`config.mk`:
```
export PLATFORM = sky130hd
export DESIGN_NAME = csr_wport_arb_flat
export DESIGN_NICKNAME = d
export VERILOG_FILES = /design/src/rtl/csr_wport_arb_if.sv /design/src/rtl/csr_wport_arb.sv /design/src/flat_wrapper.sv
export SDC_FILE = /design/constraint.sdc
export NUM_CORES = 1
export LEC_CHECK = 0
export BUFFER_PORTS_ARGS = -buffer_cell sky130_fd_sc_hd__buf_2
export CAP_MARGIN = 25
export CORE_MARGIN = 4
export CORE_UTILIZATION = 53
export CTS_CLUSTER_SIZE = 10
export DETAILED_ROUTE_END_ITERATION = 12
export GPL_TIMING_DRIVEN = 0
export PLACE_DENSITY = 0.84
export RECOVER_POWER = 100
export SETUP_SLACK_MARGIN = 0.15
export SYNTH_ARGS = -nofsm -noshare
export SYNTH_HDL_FRONTEND = slang
export SYNTH_SLANG_ARGS = --single-unit
```
`constraint.sdc`:
```
create_clock -name clk -period 4.9 [get_ports clk]
set_input_delay 0.735 -clock clk [delete_from_list [all_inputs] [get_ports clk]]
set_output_delay 0.735 -clock clk [all_outputs]
set_load 0.005 [all_outputs]
```
`src/rtl/csr_wport_arb_if.sv`:
```
// Bundled signals between csr_wport_arb and its neighbours. The arbiter connects
// through the slave modport; whatever drives the EX, trap and read inputs uses the master modport.
interface csr_wport_arb_if #(
    parameter int DEPTH = 2,
    parameter int AW    = 32,
    parameter int DW    = 32
);
    localparam int CW = $clog2(DEPTH + 1);

    logic          ex_we_i;
    logic [AW-1:0] ex_waddr_i;
    logic [DW-1:0] ex_wdata_i;
    logic          int_we_i;
    logic [AW-1:0] int_waddr_i;
    logic [DW-1:0] int_wdata_i;
    logic [AW-1:0] raddr_i;
    logic [DW-1:0] rdata_i;
    logic [DW-1:0] rdata_o;
    logic          csr_we_o;
    logic [AW-1:0] csr_waddr_o;
    logic [DW-1:0] csr_wdata_o;
    logic          hold_flag_o;
    logic [CW-1:0] pend_cnt_o;
    logic          ovf_o;

    modport master (
        output ex_we_i, ex_waddr_i, ex_wdata_i,
        output int_we_i, int_waddr_i, int_wdata_i,
        output raddr_i, rdata_i,
        input  rdata_o, csr_we_o, csr_waddr_o, csr_wdata_o,
        input  hold_flag_o, pend_cnt_o, ovf_o
    );

    modport slave (
        input  ex_we_i, ex_waddr_i, ex_wdata_i,
        input  int_we_i, int_waddr_i, int_wdata_i,
        input  raddr_i, rdata_i,
        output rdata_o, csr_we_o, csr_waddr_o, csr_wdata_o,
        output hold_flag_o, pend_cnt_o, ovf_o
    );
endinterface

```
`src/rtl/csr_wport_arb.sv`:
```
// CSR write-port arbiter: trap writes win, losing EX writes queue in an in-order
// shift buffer, and EX reads are forwarded from writes not yet in csr_reg.
module csr_wport_arb #(
    parameter int DEPTH = 2,
    parameter int AW    = 32,
    parameter int DW    = 32
) (
    input  logic             clk,
    input  logic             rst,
    csr_wport_arb_if.slave   bus
);
    localparam int CW = $clog2(DEPTH + 1);
    localparam logic [CW-1:0] FULL   = CW'(DEPTH);
    localparam logic [CW-1:0] HOLD_A = CW'(DEPTH - 1);
    localparam logic [CW-1:0] HOLD_B = CW'(DEPTH - 2);

    logic [CW-1:0] r_cnt;
    logic          r_ovf;
    logic          r_we;
    logic [AW-1:0] r_waddr;
    logic [DW-1:0] r_wdata;
    logic [AW-1:0] r_buf_addr [DEPTH];
    logic [DW-1:0] r_buf_data [DEPTH];

    logic          w_empty;
    logic          w_full;
    logic          w_pop;
    logic          w_bypass;
    logic          w_push_req;
    logic          w_push;
    logic          w_drop;
    logic [CW-1:0] w_wr_idx;
    logic          w_nxt_we;
    logic [AW-1:0] w_nxt_addr;
    logic [DW-1:0] w_nxt_data;
    logic [DW-1:0] w_rdata;

    always_comb begin
        w_empty    = (r_cnt == '0);
        w_full     = (r_cnt == FULL);
        w_pop      = !bus.int_we_i && !w_empty;
        w_bypass   = !bus.int_we_i && w_empty && bus.ex_we_i;
        w_push_req = bus.ex_we_i && !w_bypass;
        w_push     = w_push_req && (!w_full || w_pop);
        w_drop     = w_push_req && w_full && !w_pop;
        // Entry 0 is the oldest; a pop shifts everything down, so the push slot moves with it.
        w_wr_idx   = w_pop ? (r_cnt - CW'(1)) : r_cnt;

        w_nxt_we   = 1'b0;
        w_nxt_addr = '0;
        w_nxt_data = '0;
        if (bus.int_we_i) begin
            w_nxt_we   = 1'b1;
            w_nxt_addr = bus.int_waddr_i;
            w_nxt_data = bus.int_wdata_i;
        end else if (w_pop) begin
            w_nxt_we   = 1'b1;
            w_nxt_addr = r_buf_addr[0];
            w_nxt_data = r_buf_data[0];
        end else if (w_bypass) begin
            w_nxt_we   = 1'b1;
            w_nxt_addr = bus.ex_waddr_i;
            w_nxt_data = bus.ex_wdata_i;
        end
    end

    always_ff @(posedge clk) begin
        if (rst) begin
            r_cnt   <= '0;
            r_ovf   <= 1'b0;
            r_we    <= 1'b0;
            r_waddr <= '0;
            r_wdata <= '0;
        end else begin
            r_cnt   <= r_cnt + CW'(w_push) - CW'(w_pop);
            r_ovf   <= r_ovf | w_drop;
            r_we    <= w_nxt_we;
            r_waddr <= w_nxt_addr;
            r_wdata <= w_nxt_data;
        end
    end

    // Buffer contents need no reset: validity is tracked by r_cnt alone.
    always_ff @(posedge clk) begin
        if (w_pop) begin
            for (int unsigned i = 0; i < DEPTH - 1; i++) begin
                r_buf_addr[i] <= r_buf_addr[i+1];
                r_buf_data[i] <= r_buf_data[i+1];
            end
        end
        for (int unsigned i = 0; i < DEPTH; i++) begin
            if (w_push && (CW'(i) == w_wr_idx)) begin
                r_buf_addr[i] <= bus.ex_waddr_i;
                r_buf_data[i] <= bus.ex_wdata_i;
            end
        end
    end

    // Later matches override earlier ones, so the newest buffered write wins.
    always_comb begin
        w_rdata = bus.rdata_i;
        if (r_we && (r_waddr == bus.raddr_i)) begin
            w_rdata = r_wdata;
        end
        for (int unsigned i = 0; i < DEPTH; i++) begin
            if ((CW'(i) < r_cnt) && (r_buf_addr[i] == bus.raddr_i)) begin
                w_rdata = r_buf_data[i];
            end
        end
    end

    assign bus.rdata_o     = w_rdata;
    assign bus.csr_we_o    = r_we;
    assign bus.csr_waddr_o = r_waddr;
    assign bus.csr_wdata_o = r_wdata;
    assign bus.pend_cnt_o  = r_cnt;
    assign bus.ovf_o       = r_ovf;
    assign bus.hold_flag_o = (r_cnt >= HOLD_A) || (bus.int_we_i && (r_cnt >= HOLD_B));
endmodule

```
`src/flat_wrapper.sv`:
```
// flat-port wrapper written by rule: the top's interface ports become plain ports
module csr_wport_arb_flat 
#(
    parameter int DEPTH = 2,
    parameter int AW    = 32,
    parameter int DW    = 32
)
  (clk, rst, bus_ex_we_i, bus_ex_waddr_i, bus_ex_wdata_i, bus_int_we_i, bus_int_waddr_i, bus_int_wdata_i, bus_raddr_i, bus_rdata_i, bus_rdata_o, bus_csr_we_o, bus_csr_waddr_o, bus_csr_wdata_o, bus_hold_flag_o, bus_pend_cnt_o, bus_ovf_o);
  csr_wport_arb_if #(.DEPTH(DEPTH), .AW(AW), .DW(DW)) bus_i ();
  input  logic clk;
  input  logic rst;
  input wire logic [$bits(bus_i.ex_we_i)-1:0] bus_ex_we_i;
  input wire logic [$bits(bus_i.ex_waddr_i)-1:0] bus_ex_waddr_i;
  input wire logic [$bits(bus_i.ex_wdata_i)-1:0] bus_ex_wdata_i;
  input wire logic [$bits(bus_i.int_we_i)-1:0] bus_int_we_i;
  input wire logic [$bits(bus_i.int_waddr_i)-1:0] bus_int_waddr_i;
  input wire logic [$bits(bus_i.int_wdata_i)-1:0] bus_int_wdata_i;
  input wire logic [$bits(bus_i.raddr_i)-1:0] bus_raddr_i;
  input wire logic [$bits(bus_i.rdata_i)-1:0] bus_rdata_i;
  output wire logic [$bits(bus_i.rdata_o)-1:0] bus_rdata_o;
  output wire logic [$bits(bus_i.csr_we_o)-1:0] bus_csr_we_o;
  output wire logic [$bits(bus_i.csr_waddr_o)-1:0] bus_csr_waddr_o;
  output wire logic [$bits(bus_i.csr_wdata_o)-1:0] bus_csr_wdata_o;
  output wire logic [$bits(bus_i.hold_flag_o)-1:0] bus_hold_flag_o;
  output wire logic [$bits(bus_i.pend_cnt_o)-1:0] bus_pend_cnt_o;
  output wire logic [$bits(bus_i.ovf_o)-1:0] bus_ovf_o;
  assign bus_i.ex_we_i = bus_ex_we_i;
  assign bus_i.ex_waddr_i = bus_ex_waddr_i;
  assign bus_i.ex_wdata_i = bus_ex_wdata_i;
  assign bus_i.int_we_i = bus_int_we_i;
  assign bus_i.int_waddr_i = bus_int_waddr_i;
  assign bus_i.int_wdata_i = bus_int_wdata_i;
  assign bus_i.raddr_i = bus_raddr_i;
  assign bus_i.rdata_i = bus_rdata_i;
  assign bus_rdata_o = bus_i.rdata_o;
  assign bus_csr_we_o = bus_i.csr_we_o;
  assign bus_csr_waddr_o = bus_i.csr_waddr_o;
  assign bus_csr_wdata_o = bus_i.csr_wdata_o;
  assign bus_hold_flag_o = bus_i.hold_flag_o;
  assign bus_pend_cnt_o = bus_i.pend_cnt_o;
  assign bus_ovf_o = bus_i.ovf_o;
  csr_wport_arb #(.DEPTH(DEPTH), .AW(AW), .DW(DW)) u_core (.clk(clk), .rst(rst), .bus(bus_i));
endmodule
```
==> impl_metrics.tcl, run 1 <==
set metrics [dict create \
    grt_max_degree 39 \
    grtUsageMet3 0.0790 \
    postCtsSetupBuffers 0 \
    yosysWarnings 0 \
    grt_busiest_layer "met2" \
    use_met1 0.392 \
    violations "max-capacitance violations, max-slew violations" \
    place_hpwl_mm 26.4 \
    seq_area_frac_synth 0.510 \
    fmax_ghz 0.223 \
    grt_pass1_vias 9272 \
    slew_headroom -0.656 \
    postLayoutCellArea_mm2 0.0125 \
    power.leakage_uw 0.00504 \
    arrival_ns 4.43 \
    start_util 0.542 \
    synth_seq_cells 196 \
    worstPathMaxFanout 38 \
    crit_path_start_kind "register" \
    overflow 0 \
    clock_sinks 196 \
    rows 50 \
    first_iter_violations 926 \
    root_buffer "clkbuf_16" \
    clk_path_buf_depth 2 \
    powerDensity_mw_per_mm2 478 \
    post-route-drc-count 0 \
    setup_ws_ns 0.416 \
    track_usage 0.316 \
    syn_area_mm2 0.0102 \
    die_h_um 147 \
    die_x_um 147 \
    drt_wl_total_mm 35.0 \
    worst-path-buf-inv 5 \
    core_mm2 0.0188 \
    synth_fp_nets 1185 \
    crit_chain "inv_1 > ha_1 > or2_2 > inv_1 > ha_1 > nand2_1 > clkbuf_1 > clkbuf_1 > nand2_4 > clkbuf_2" \
    crit_path_max_incr_delay_ns 0.77 \
    clock_latency_ns 0.44 \
    numCtsBuffers 17 \
    drive_gt1_frac 0.231 \
    worstSetupPathType "reg -> reg" \
    peakVddDrop_mv 0.329 \
    end_kind "register" \
    min_path_type "in -> reg" \
    viasPerCell 5.93 \
    dp.cells 1539 \
    yosys.area.top_type_share 0.377 \
    required_ns 4.84 \
    cts-hold-fix-buffers 0 \
    fill_cells 1549 \
    num_vias 9334 \
    synth-main-ff-cell "edfxtp_1" \
    area_delta_synth_final_pct 22.2 \
    yosys-top-cells-count "nor2_1 (133), a21oi_1 (128), edfxtp_1 (128)" \
    place.gp.congestion 0.911 \
    slew_viol_final 32 \
    syn_inst 983 \
    cts_tree "yes" \
    timing.final.crit_share 0.915 \
    post-place-ws_ns 0.574 \
    finalSetupViolCount 0 \
    grt_first_pass_wirelength_mm 52.6 \
    synthDistinctLibCells 34 \
    yosys-top-cells-area "edfxtp_1 (38%), dfxtp_1 (13%), xor2_1 (7.6%)" \
    wire_per_inst_um 22.2 \
    whs_ns 0.520 \
    place_area_mm2 0.0120 \
    synth_edf_count 128 \
    async_reset_ff_frac 0 \
    fin_skew_ns 0.0106 \
    post-route-util 0.662 \
    critPathTopFamily "buffers and inverters" \
    drtPass1Iterations 6 \
    cts_max_level 4 \
    finalNonFillerCells 1574 \
    cpMaxStageDelayCell "clkbuf_2" \
    nNetsFinal 1500 \
    max_cap_violations 1 \
    antenna_left 0 \
    cts_resized 0 \
    avgSynthCellArea_um2 10.4 \
    die_area_mm2 0.0215 \
    port_buffers 294 \
    boundaryPins 297 \
    rsz0062_at_grt "no" \
    synth.largest_area_cell "edfxtp_1" \
    grt_util_met2 0.533 \
    antenna_found_initial 4 \
    outcome "finished with violations" \
    worst_slew_pin_slew_ns 2.48 \
    yosysMostFrequentCell "nor2_1" \
    fin_crit_ns 4.48 \
    hold_violations 0 \
    clk_pin_slew_worst_paths_ns 0.08 \
]
report_power, final:
group,leakage (uW),switching (uW),internal [uW]
clock,0.000296,678,770
combinational,0.00299,1120,795
sequential,0.00175,239,2360
total,0.00504,2030,3920
metal layers:
layer,wire [um],part of all wire,vias to the layer above
met2,16800,0.48,651
met3,3850,0.11,97
li1,-,-,4194
met4,1240,0.035,2
met1,13100,0.37,4390
met5,13,0.00037,-
cell families after synthesis:
kind of cell	after synthesis	synth area share
AND/OR/NAND/NOR	278	0.134
AO/OA/AOI/OAI	226	0.143
flip-flops	196	0.510
buffers and inverters	115	0.0502
XOR/XNOR	98	0.0841
multiplexers	64	0.0706
adder cells (fa/ha/maj)	6	0.00736
per-stage QoR:
stage,TNS (ns),power [uW]
floorplan,0,3830
global placement,-4.41,4470
detailed placement,0,4540
CTS,0,5970
global route,0,6240
finish,0,5960
cells in the final DEF, fill, tap and decap left out, types with 3 or more instances in the layout:
master and instances:
buf_2 195, clkbuf_1 171, nor2_1 133, a21oi_1 128, edfxtp_1 128, xor2_1 88
dfxtp_1 68, mux2_2 63, inv_1 37, nand3_1 37, nand4_1 36, nor2b_1 33
o31ai_1 32, a22o_1 32, a2bb2oi_1 32, nor4_1 19, clkbuf_16 17, xnor2_1 10
inv_6 8, buf_6 6, ha_1 6, diode_2 3, nor3_1 3
worst paths after layout:
kind	depth (start not counted)	end	start	slack (ns)
hold / removal	3	u_core.bus.csr_waddr_o[18]	bus_int_waddr_i[18]	0.52
setup reg to reg	10	u_core.r_buf_data[0][3]	u_core.bus.pend_cnt_o[1]	0.42
setup / recovery	10	u_core.r_buf_data[0][3]	u_core.bus.pend_cnt_o[1]	0.42
hold reg to reg	2	u_core.bus.ovf_o	u_core.bus.ovf_o	0.54
worst reg2reg max path, cell delays in order, from the launching register on:
cell      delay, ns
dfxtp_1        0.40
inv_1          0.14
ha_1           0.27
or2_2          0.36
inv_1          0.08
ha_1           0.24
nand2_1        0.10
clkbuf_1       0.48
clkbuf_1       0.70
nand2_4        0.43
clkbuf_2       0.78
final cells by class:
type | count | area [um2] | area share
Clock inverter | 15 | 166 | 0.0133
Sequential cell | 196 | 5200 | 0.418
Inverter | 37 | 139 | 0.0111
Buffer | 78 | 363 | 0.0291
Multi-Input combinational cell | 672 | 4490 | 0.360
Clock buffer | 17 | 425 | 0.0341
Tap cell | 260 | 325 | 0.0261
Timing Repair Buffer | 296 | 1350 | 0.108
Antenna cell | 3 | 7.51 | 0.000602
registers in the layout, indices dropped and copies added, names as in the netlist:
signal / count
u_core.bus.csr_we_o: 1
u_core.bus.ovf_o: 1
u_core.bus.pend_cnt_o: 2
u_core.bus.csr_waddr_o: 32
u_core.bus.csr_wdata_o: 32
u_core.r_buf_addr: 64
u_core.r_buf_data: 64
Power figures use the tool's default switching activity.
==> inputs of run 2 (changes only) <==
==> constraint.sdc (replaced) <==
create_clock -name clk -period 4.9 [get_ports clk]
set_input_delay 0.98 -clock clk [delete_from_list [all_inputs] [get_ports clk]]
set_output_delay 0.98 -clock clk [all_outputs]
set_load 0.005 [all_outputs]
==> run 2 against run 1 <==
The flow still finishes with violations (max-capacitance violations, max-slew violations); via count up 0.74%; cell area about the same; clock power about the same; hold slack better by 0.019 ns; flip-flop and latch count stayed put; die area did not move; non-clock buffer count is the same; sequential power about the same; register-to-register slack lost 0.11 ns; highest routed layer unchanged.
==> impl_metrics.tcl, run 2 (synthesis gave the netlist of run 1 again) <==
set metrics [dict create \
    hold_violations 0 \
    internal-power_uw 3930 \
    area_delta_synth_final_pct 22.3 \
    cpMaxStageDelayCell "nor4_1" \
    root_buffer "clkbuf_16" \
    whs_endpoint "u_core.bus.ovf_o" \
    min_path_type "reg -> reg" \
    reg2reg_to "u_core.r_buf_data[0][3]" \
    grt_first_pass_wirelength_mm 52.5 \
    min_path_cells 2 \
    die_x_um 147 \
    dp.cells 1539 \
    place_area_mm2 0.0120 \
    power.leakage_uw 0.00503 \
    rows 50 \
    boundaryPins 297 \
    r2r_setup_slack_ns 0.31 \
    powerDensity_mw_per_mm2 478 \
    power_uw 5970 \
    drtPass1Iterations 7 \
    clkPwrFrac 0.243 \
    layout_commonest_cell "buf_2" \
    hold_path.startpoint "u_core.bus.ovf_o" \
    cts_max_level 4 \
    fill_cells 1548 \
    p_sw_uw 2040 \
    crit_chain "clkbuf_1 > xor2_1 > nor4_1 > nand3_1 > clkbuf_1 > o31ai_1 > nand3_1 > a22o_1 > buf_2" \
    rsz0062_at_grt "no" \
    reg2reg_depth 10 \
    outcome "finished with violations" \
    crit_path_max_incr_delay_ns 0.73 \
    clk_pin_slew_worst_paths_ns 0.07 \
    slew_headroom -0.652 \
    core_mm2 0.0188 \
    numCtsBuffers 17 \
    fin_skew_ns 0.00851 \
    viasPerCell 5.97 \
    cts_tree "yes" \
    postLayoutCellArea_mm2 0.0125 \
    place.gp.congestion 0.911 \
    wire_per_inst_um 22.3 \
    grt_max_degree 39 \
    arrival_ns 3.81 \
    nNetsFinal 1500 \
    clk_path_buf_depth 2 \
    fin_crit_ns 4.79 \
    peakVddDrop_mv 0.332 \
    max_cap_violations 1 \
    whs_ns 0.539 \
    fmax_ghz 0.209 \
    start_util 0.542 \
    swShare 0.342 \
    num_vias 9403 \
    die_h_um 147 \
    clock_sinks 196 \
    place_hpwl_mm 26.4 \
    slew_viol_final 32 \
    end_kind "output port" \
    drive_gt1_frac 0.230 \
    multi_input_comb_area_mm2 0.00449 \
    worstSetupPathType "in -> out" \
    crit_path_start_kind "input port" \
    finalNonFillerCells 1575 \
    seqPwrFrac 0.435 \
    pwr-share-comb 0.321 \
    violations "max-capacitance violations, max-slew violations" \
    cts-hold-fix-buffers 0 \
    drt_wl_total_mm 35.1 \
    tns_ns 0 \
    post-route-drc-count 0 \
    worstPathMaxFanout 10 \
    first_iter_violations 956 \
    regArea_mm2 0.00520 \
    timing.final.crit_share 0.978 \
    reg.largest.list "u_core.r_buf_addr (64), u_core.r_buf_data (64)" \
    antenna_found_initial 4 \
    port_buffers 294 \
    finalSetupViolCount 0 \
    track_usage 0.316 \
    die_area_mm2 0.0215 \
    grt_pass1_vias 9271 \
    overflow 0 \
    r2r_start "u_core.bus.pend_cnt_o[1]" \
    final_cell_mix "buf_2 (192), clkbuf_1 (174), nor2_1 (133), a21oi_1 (128), edfxtp_1 (128)" \
    antenna_left 0 \
    postCtsSetupBuffers 0 \
    worst_slew_pin_slew_ns 2.48 \
    required_ns 3.92 \
    clock_latency_ns 0.44 \
]
## run 2: worst max path at each step
stage | startpoint | end | cells after the start
after global routing | u_core.bus.pend_cnt_o[1] | u_core.r_buf_data[0][1] | 10
after floorplan | bus_int_we_i | u_core.r_buf_addr[0][0] | 8
final | bus_raddr_i[6] | bus_rdata_o[27] | 9
after global placement | bus_int_we_i | u_core.r_buf_addr[0][6] | 8
after CTS | bus_raddr_i[6] | bus_rdata_o[28] | 9
after detailed placement | bus_raddr_i[23] | bus_rdata_o[28] | 9
## run 2: metrics by stage
step | setup slack (ns) | utilization
after floorplan | 0.961 | -
after global placement | -0.316 | 0.637
after detailed placement | 0.0842 | 0.640
after CTS | 0.376 | 0.672
after global routing | 0.113 | 0.662
final | 0.109 | 0.663
## run 2: layer usage
layer,global-route usage,share of wire
met1,0.392,0.37
met2,0.533,0.48
met3,0.0787,0.11
met4,0.123,0.034
met5,0,0.00037
## run 2: power groups by stage
stage / registers [uW] / clock network, uW / logic [uW]
4_1_cts: 2580 / 1460 / 1940
5_1_grt: 2630 / 1520 / 2080
2_1_floorplan: 2580 / 0 / 1250
6_report: 2600 / 1450 / 1920
3_3_place_gp: 2630 / 0 / 1840
3_5_place_dp: 2610 / 0 / 1930
## run 2: area by class of cell
class                      count  area share
sequential                   196       0.417
multi-input combinational    672       0.360
timing repair buffer         296       0.108
clock buffer                  17      0.0341
buffer                        78      0.0289
tap                          260      0.0261
clock inverter                15      0.0133
inverter                      37      0.0111
antenna                        4    0.000802
## run 2: timing repair
item / CTS / global route
gates resized for setup: 1 / 0
setup endpoints to repair: 6 / 0
hold endpoints to repair: 0 / 0
## run 2: critical path, delay by kind of cell
family          cells  cell delay (ns)
compound gates      2             0.61
xor+xnor            1             0.20
buf+inv             3             0.62
simple gates        3             1.40
